`config.mk`:
```
export PLATFORM = sky130hd
export DESIGN_NAME = issue_scoreboard
export DESIGN_NICKNAME = d
export VERILOG_FILES = /design/src/rtl/pipeline_pkg.sv /design/src/rtl/sb_counter_bank.sv /design/src/rtl/issue_scoreboard.sv
export SDC_FILE = /design/constraint.sdc
export NUM_CORES = 1
export LEC_CHECK = 0
export CAP_MARGIN = 15
export CORE_ASPECT_RATIO = 0.75
export CORE_MARGIN = 4
export CORE_UTILIZATION = 45
export CTS_BUF_LIST = sky130_fd_sc_hd__clkbuf_8
export DETAILED_ROUTE_END_ITERATION = 6
export GPL_ROUTABILITY_DRIVEN = 0
export SETUP_SLACK_MARGIN = 0.2
export SLEW_MARGIN = 20
export SYNTH_ARGS = -nofsm -noshare
export SYNTH_HDL_FRONTEND = slang
export SYNTH_SLANG_ARGS = --single-unit
```
`constraint.sdc`:
```
create_clock -name i_clk -period 2.9 [get_ports i_clk]
set_input_delay 0.435 -clock i_clk [delete_from_list [all_inputs] [get_ports i_clk]]
set_output_delay 0.435 -clock i_clk [all_outputs]
set_load 0.01 [all_outputs]
```
`src/rtl/pipeline_pkg.sv`:
```
// Shared types for the decode/issue/writeback pipeline.
//   reg_idx_t  : architectural register index (x0..x31)
//   issue_op_t : fields carried by the issue register
//   REG_X0     : hard-wired zero register, never tracked
package pipeline_pkg;

  typedef logic [4:0] reg_idx_t;

  typedef struct packed {
    reg_idx_t rs1;
    reg_idx_t rs2;
    reg_idx_t rd;
    logic     we;
  } issue_op_t;

  localparam reg_idx_t REG_X0 = 5'd0;

endpackage

```
`src/rtl/sb_counter_bank.sv`:
```
// Per-register pending-write counters for the issue scoreboard.
// Ports:
//   i_clk, i_rst_n       clock, async active-low reset
//   i_inc_en, i_inc_idx  one increment request (handoff of a writing op)
//   i_dec_en, i_dec_idx  one decrement request (writeback retire)
//   o_pend               flattened counters, entry i at [i*PEND_W +: PEND_W]
//   o_zero, o_sat        per-register "count is 0" / "count is max"
//   o_dec_err            decrement of a zero count with no offsetting increment
// Entry 0 (x0) is never modified and always reads 0.
module sb_counter_bank
  import pipeline_pkg::*;
#(
  parameter int NREGS  = 32,
  parameter int PEND_W = 2
) (
  input  logic                      i_clk,
  input  logic                      i_rst_n,
  input  logic                      i_inc_en,
  input  logic [4:0]                i_inc_idx,
  input  logic                      i_dec_en,
  input  logic [4:0]                i_dec_idx,
  output logic [NREGS*PEND_W-1:0]   o_pend,
  output logic [NREGS-1:0]          o_zero,
  output logic [NREGS-1:0]          o_sat,
  output logic                      o_dec_err
);

  localparam logic [PEND_W-1:0] PEND_MAX = '1;

  logic [PEND_W-1:0] r_pend [NREGS];
  logic [NREGS-1:0]  w_inc;
  logic [NREGS-1:0]  w_dec;
  logic [NREGS-1:0]  w_zero;
  logic [NREGS-1:0]  w_sat;

  always_comb begin
    w_inc = '0;
    w_dec = '0;
    for (int i = 1; i < NREGS; i++) begin
      w_inc[i] = i_inc_en && (int'(i_inc_idx) == i);
      w_dec[i] = i_dec_en && (int'(i_dec_idx) == i);
    end
  end

  // Simultaneous inc and dec of one entry cancel. The saturate/zero guards
  // keep the counter in range even if a caller misbehaves.
  always_ff @(posedge i_clk or negedge i_rst_n) begin
    if (!i_rst_n) begin
      for (int i = 0; i < NREGS; i++) r_pend[i] <= '0;
    end else begin
      for (int i = 1; i < NREGS; i++) begin
        if (w_inc[i] && !w_dec[i] && (r_pend[i] != PEND_MAX))
          r_pend[i] <= r_pend[i] + PEND_W'(1);
        else if (w_dec[i] && !w_inc[i] && (r_pend[i] != '0))
          r_pend[i] <= r_pend[i] - PEND_W'(1);
      end
    end
  end

  always_comb begin
    o_pend = '0;
    w_zero = '0;
    w_sat  = '0;
    for (int i = 0; i < NREGS; i++) begin
      o_pend[i*PEND_W +: PEND_W] = r_pend[i];
      w_zero[i] = (r_pend[i] == '0);
      w_sat[i]  = (r_pend[i] == PEND_MAX);
    end
  end

  assign o_zero    = w_zero;
  assign o_sat     = w_sat;
  assign o_dec_err = i_dec_en && (i_dec_idx != REG_X0) && w_zero[i_dec_idx] &&
                     !(i_inc_en && (i_inc_idx == i_dec_idx));

endmodule

```
`src/rtl/issue_scoreboard.sv`:
```
// Register scoreboard and single-entry issue register between decode and
// execute. Stalls decode on RAW/WAW hazards, backpressure and flush.
// Ports:
//   i_clk, i_rst_n                        clock, async active-low reset
//   i_dec_*                               op offered by decode
//   o_dec_stalled                         decode must hold its op (comb)
//   o_iss_valid/i_iss_ready, o_iss_*      issue register and handshake
//   i_wb_valid, i_wb_rd                   writeback retire of one register
//   i_flush                               squash the op in the issue register
//   o_busy                                any pending counter non-zero
//   o_sb_err                              sticky retire-underflow flag
// Build option: define SCOREBOARD_BYPASS_EN to let a source whose single
// pending write retires this cycle issue without waiting (writeback bypass).
module issue_scoreboard
  import pipeline_pkg::*;
#(
  parameter int NREGS  = 32,
  parameter int PEND_W = 2
) (
  input  logic       i_clk,
  input  logic       i_rst_n,
  input  logic       i_dec_valid,
  input  logic [4:0] i_dec_rs1,
  input  logic [4:0] i_dec_rs2,
  input  logic [4:0] i_dec_rd,
  input  logic       i_dec_use_rs1,
  input  logic       i_dec_use_rs2,
  input  logic       i_dec_we,
  output logic       o_dec_stalled,
  output logic       o_iss_valid,
  input  logic       i_iss_ready,
  output logic [4:0] o_iss_rs1,
  output logic [4:0] o_iss_rs2,
  output logic [4:0] o_iss_rd,
  output logic       o_iss_we,
  input  logic       i_wb_valid,
  input  logic [4:0] i_wb_rd,
  input  logic       i_flush,
  output logic       o_busy,
  output logic       o_sb_err
);

  logic                    r_iss_valid;
  issue_op_t               r_iss;
  logic                    r_sb_err;

  logic [NREGS*PEND_W-1:0] w_pend;
  logic [NREGS-1:0]        w_zero;
  logic [NREGS-1:0]        w_sat;
  logic                    w_dec_err;
  logic                    w_handoff;
  logic                    w_inc_en;
  logic                    w_retire;
  logic                    w_iss_hit1, w_iss_hit2;
  logic                    w_byp1, w_byp2;
  logic                    w_raw1, w_raw2;
  logic                    w_waw;
  logic                    w_accept;

  // A handoff increments even when flush squashes the register that cycle:
  // the op has already left for execute.
  assign w_handoff = r_iss_valid && i_iss_ready;
  assign w_inc_en  = w_handoff && r_iss.we && (r_iss.rd != REG_X0);
  assign w_retire  = i_wb_valid && (i_wb_rd != REG_X0);

  sb_counter_bank #(
    .NREGS  (NREGS),
    .PEND_W (PEND_W)
  ) u_bank (
    .i_clk     (i_clk),
    .i_rst_n   (i_rst_n),
    .i_inc_en  (w_inc_en),
    .i_inc_idx (r_iss.rd),
    .i_dec_en  (w_retire),
    .i_dec_idx (i_wb_rd),
    .o_pend    (w_pend),
    .o_zero    (w_zero),
    .o_sat     (w_sat),
    .o_dec_err (w_dec_err)
  );

  // The op sitting in the issue register has not been counted yet, so it is
  // checked separately as a RAW source.
  assign w_iss_hit1 = r_iss_valid && r_iss.we && (r_iss.rd == i_dec_rs1);
  assign w_iss_hit2 = r_iss_valid && r_iss.we && (r_iss.rd == i_dec_rs2);

`ifdef SCOREBOARD_BYPASS_EN
  assign w_byp1 = (w_pend[int'(i_dec_rs1)*PEND_W +: PEND_W] == PEND_W'(1)) &&
                  i_wb_valid && (i_wb_rd == i_dec_rs1);
  assign w_byp2 = (w_pend[int'(i_dec_rs2)*PEND_W +: PEND_W] == PEND_W'(1)) &&
                  i_wb_valid && (i_wb_rd == i_dec_rs2);
`else
  assign w_byp1 = 1'b0;
  assign w_byp2 = 1'b0;
`endif

  assign w_raw1 = i_dec_use_rs1 && (i_dec_rs1 != REG_X0) &&
                  ((!w_zero[i_dec_rs1] && !w_byp1) || w_iss_hit1);
  assign w_raw2 = i_dec_use_rs2 && (i_dec_rs2 != REG_X0) &&
                  ((!w_zero[i_dec_rs2] && !w_byp2) || w_iss_hit2);
  assign w_waw  = i_dec_we && (i_dec_rd != REG_X0) && w_sat[i_dec_rd];

  assign w_accept = i_dec_valid && !(w_raw1 || w_raw2 || w_waw) &&
                    (!r_iss_valid || i_iss_ready) && !i_flush;
  assign o_dec_stalled = i_dec_valid && !w_accept;

  always_ff @(posedge i_clk or negedge i_rst_n) begin
    if (!i_rst_n) begin
      r_iss_valid <= 1'b0;
      r_iss       <= '0;
      r_sb_err    <= 1'b0;
    end else begin
      if (w_accept) begin
        r_iss_valid <= 1'b1;
        r_iss       <= '{rs1: i_dec_rs1, rs2: i_dec_rs2, rd: i_dec_rd, we: i_dec_we};
      end else if (w_handoff || i_flush) begin
        r_iss_valid <= 1'b0;
      end
      if (w_dec_err) r_sb_err <= 1'b1;
    end
  end

  assign o_iss_valid = r_iss_valid;
  assign o_iss_rs1   = r_iss.rs1;
  assign o_iss_rs2   = r_iss.rs2;
  assign o_iss_rd    = r_iss.rd;
  assign o_iss_we    = r_iss.we;
  assign o_busy      = |w_pend;
  assign o_sb_err    = r_sb_err;

endmodule

```
==> impl_metrics.csv <==
group,metric,value,unit
sta,finalSetupTns,-0.0765,ns
synthesis,syn_inst,753,
power_and_ir_drop,ir_drop,0.356,mV
floorplanning,core_region_area,13100,um2
synthesis,yosys_warnings,2,
floorplanning,die_area,15400,um2
sta,fin_hold_ws,0.0101,ns
route,wl_per_cell,21.4,um
clock_network,cts_buffers,9,
place,placed_area,7320,um2
route,drtAntennaViolNets,0,
sta,tightestPinTransition,0.596,ns
setup_path,crit_path_start,"u_bank.o_pend[53]",
cells_and_area,layout_commonest_cell,"buf_4",
place,io_buffers,47,
global_routing,grtUsageTotal,29.0,%
floorplanning,num_rows,36,
global_routing,overflow,0,
cells_and_area,drive_gt1_share,27.4,%
synthesis,syn_area,6070,um2
synthesis,synth_fp_nets,782,
clock_network,clkTransAtPathRegs,0.09,ns
sta,max_slew_margin,60.0,%
sta,drv_slew,0,
cells_and_area,antenna_cells,0,
sta,post-route-period-util,103,%
global_routing,grt_pass1_wl,34.5,mm
sta,max_clock_freq,336,MHz
synthesis,synth-seq-cells,80,
clock_network,cts.sinks,80,
setup_path,crit_fanout,3,
run_status,outcome,"complete, but fails checks",
floorplanning,die_h,109,um
route,drt_pass1_iterations,6,
synthesis,ys_async_sr_fraction,100,%
global_routing,grt_start_max_net_pins,38,
place,hpwlAfterDp,16.2,mm
run,drv_cap,0,
clock_network,cts_root_buf,"clkbuf_8",
sta,period_needed,2.98,ns
cells_and_area,nets,930,
global_routing,antenna_found_initial,0,
sta,setup_viol,1,
route,num_vias,6812,
clock_network,cts_tree,"done",
cells_and_area,area_delta_synth_final,36.5,%
synthesis,synth-edff-count,0,
cells_and_area,final_cell_area,8290,um2
synthesis,postSynthAreaPerCell,8.06,um2
setup_path,timing.rr.start,"u_bank.o_pend[53]",
sta,hold_violations,0,
synthesis,synth.distinct_cells,60,
sta,finClkSkew,0.00697,ns
place,pre_cts_ws,-0.659,ns
route,via_per_inst,6.33,
hold_path,holdCritPathClass,"in -> async",
clock_network,h-tree-depth,3,
floorplanning,start_util,46.3,%
sta,rsz0062_at_grt,"yes",
setup_path,cp.arrival,3.28,ns
setup_path,path_class,"reg -> reg",
clock_network,hold_buffers,0,
clock_network,insertion_delay,0.38,ns
cells_and_area,fill_cells,1082,
sta,fin_ws,-0.0765,ns
setup_path,crit_path_end_kind,"flip-flop",
route,drt_wl_total,23.0,mm
power_and_ir_drop,powerDensity,462,nW/um2
cells_and_area,final_cell_mix,"buf_4, nor2_1, o21ai_0",
power_and_ir_drop,p_leak,0.00333,uW
route,drt_iter0_drc,955,
clock_network,clk_path_buf_depth,2,
synthesis,synthFlopType,"dfrtp_1",
global_routing,grt_pass1_vias,6364,
floorplanning,die_w,142,um
setup_path,cp-start-kind,"flip-flop",
run_status,failed_checks,"setup timing",
route,remaining_drc_errors,0,
synthesis,seq_area_frac_synth,33.0,%
floorplanning,io_pins,49,
setup_path,cp.required,3.20,ns
[synthesized netlist by cell type, drive strengths merged, types with 5 or more instances]
master   number  area share [%]
a2111oi       5            0.85
a211oi       13             1.6
a21boi        5            0.62
a21oi        58             4.8
a311o         5            0.82
a31oi         6            0.62
and3         10             1.0
buf          21             2.1
clkbuf       24             1.5
dfrtp        80              33
inv          20             1.2
mux2         19             4.1
mux2i        13             2.1
mux4         11             4.1
nand2        67             4.1
nand2b       15             1.5
nand3        17             1.4
nand3b       15             1.9
nand4         7            0.72
nor2        103             6.4
nor2b         9            0.93
nor3         36             3.0
nor3b        22             2.7
nor4b         6            0.87
o211ai        6            0.74
o21ai        79             6.5
o21bai        9             1.1
o311ai        9             1.3
xnor2        11             1.6
[layout make-up]
type	count	area [um2]	area share (%)
multi-input combinational	608	4100	49.5
sequential	80	2020	24.4
timing repair buffer	182	1670	20.1
tap	171	214	2.58
clock buffer	12	165	1.99
inverter	20	75.1	0.906
clock inverter	3	41.3	0.498
[worst paths after layout]
kind / to / slack, ns / depth (start not counted)
max in group asynchronous: u_bank.o_pend[10] / 2.16 / 2
hold / removal: u_bank.o_pend[37] / 0.01 / 1
setup / recovery: o_iss_valid / -0.08 / 17
setup reg to reg: o_iss_valid / -0.08 / 17
hold reg to reg: o_iss_rs2[0] / 0.51 / 1
min in group i_clk: o_iss_rs2[2] / 0.46 / 3
[metrics by stage]
stage          instances  total power [uW]  util [%]
2_1_floorplan        753              2100         -
3_3_place_gp        1022              2680      55.8
3_5_place_dp        1022              2720      55.8
4_1_cts             1062              3710      60.9
5_1_grt             1076              3990      63.2
6_report            1076              3830      63.2
[sequential cells by signal, indices dropped and copies added (netlist names)]
register / flops
u_bank.o_pend: 62
o_iss_rd: 5
o_iss_rs1: 5
o_iss_rs2: 5
o_iss_valid: 1
o_iss_we: 1
o_sb_err: 1
[timing repair]
action,CTS,global route
gates cloned,3,1
gates resized for setup,57,63
pin swaps,9,18
endpoints found under the setup margin,17,18
setup buffers,22,13
[per-layer routing]
layer | up-vias | track usage, % | routed length [um]
li1 | 3058 | - | -
met1 | 3247 | 41.8 | 9800
met2 | 434 | 43.0 | 9820
met3 | 73 | 7.52 | 2700
met4 | 0 | 8.15 | 677
met5 | - | 0 | 0
[worst max-delay path, cell delays in order, from the launching register on]
cell	delay (ns)
dfrtp_1	0.41
and3b_1	0.19
a311o_1	0.37
a21oi_2	0.18
o32ai_2	0.11
a2111oi_4	0.39
buf_4	0.18
buf_6	0.08
buf_6	0.09
buf_6	0.08
buf_6	0.09
buf_6	0.08
buf_6	0.09
buf_6	0.08
buf_4	0.09
buf_4	0.09
nand4_1	0.13
a21oi_1	0.17
[logic make-up (layout without fill, tap and decap cells)]
logic type             after synthesis  count (layout)  share of synthesized area, %
AO/OA/AOI/OAI                      213             213                          21.5
AND/OR/NAND/NOR                    336             336                          28.2
XOR/XNOR                            15              15                          2.16
other                                1               1                        0.0618
buffers and inverters               65             217                          4.84
multiplexers                        43              43                          10.3
flip-flops                          80              80                          33.0
[report_power, final]
part           internal (uW)  total [uW]  switching (uW)
Combinational            739        1490             754
Sequential              1270        1440             175
Clock                    461         894             433
Total                   2470        3830            1360
No activity file was read; power rests on OpenSTA's default activity.
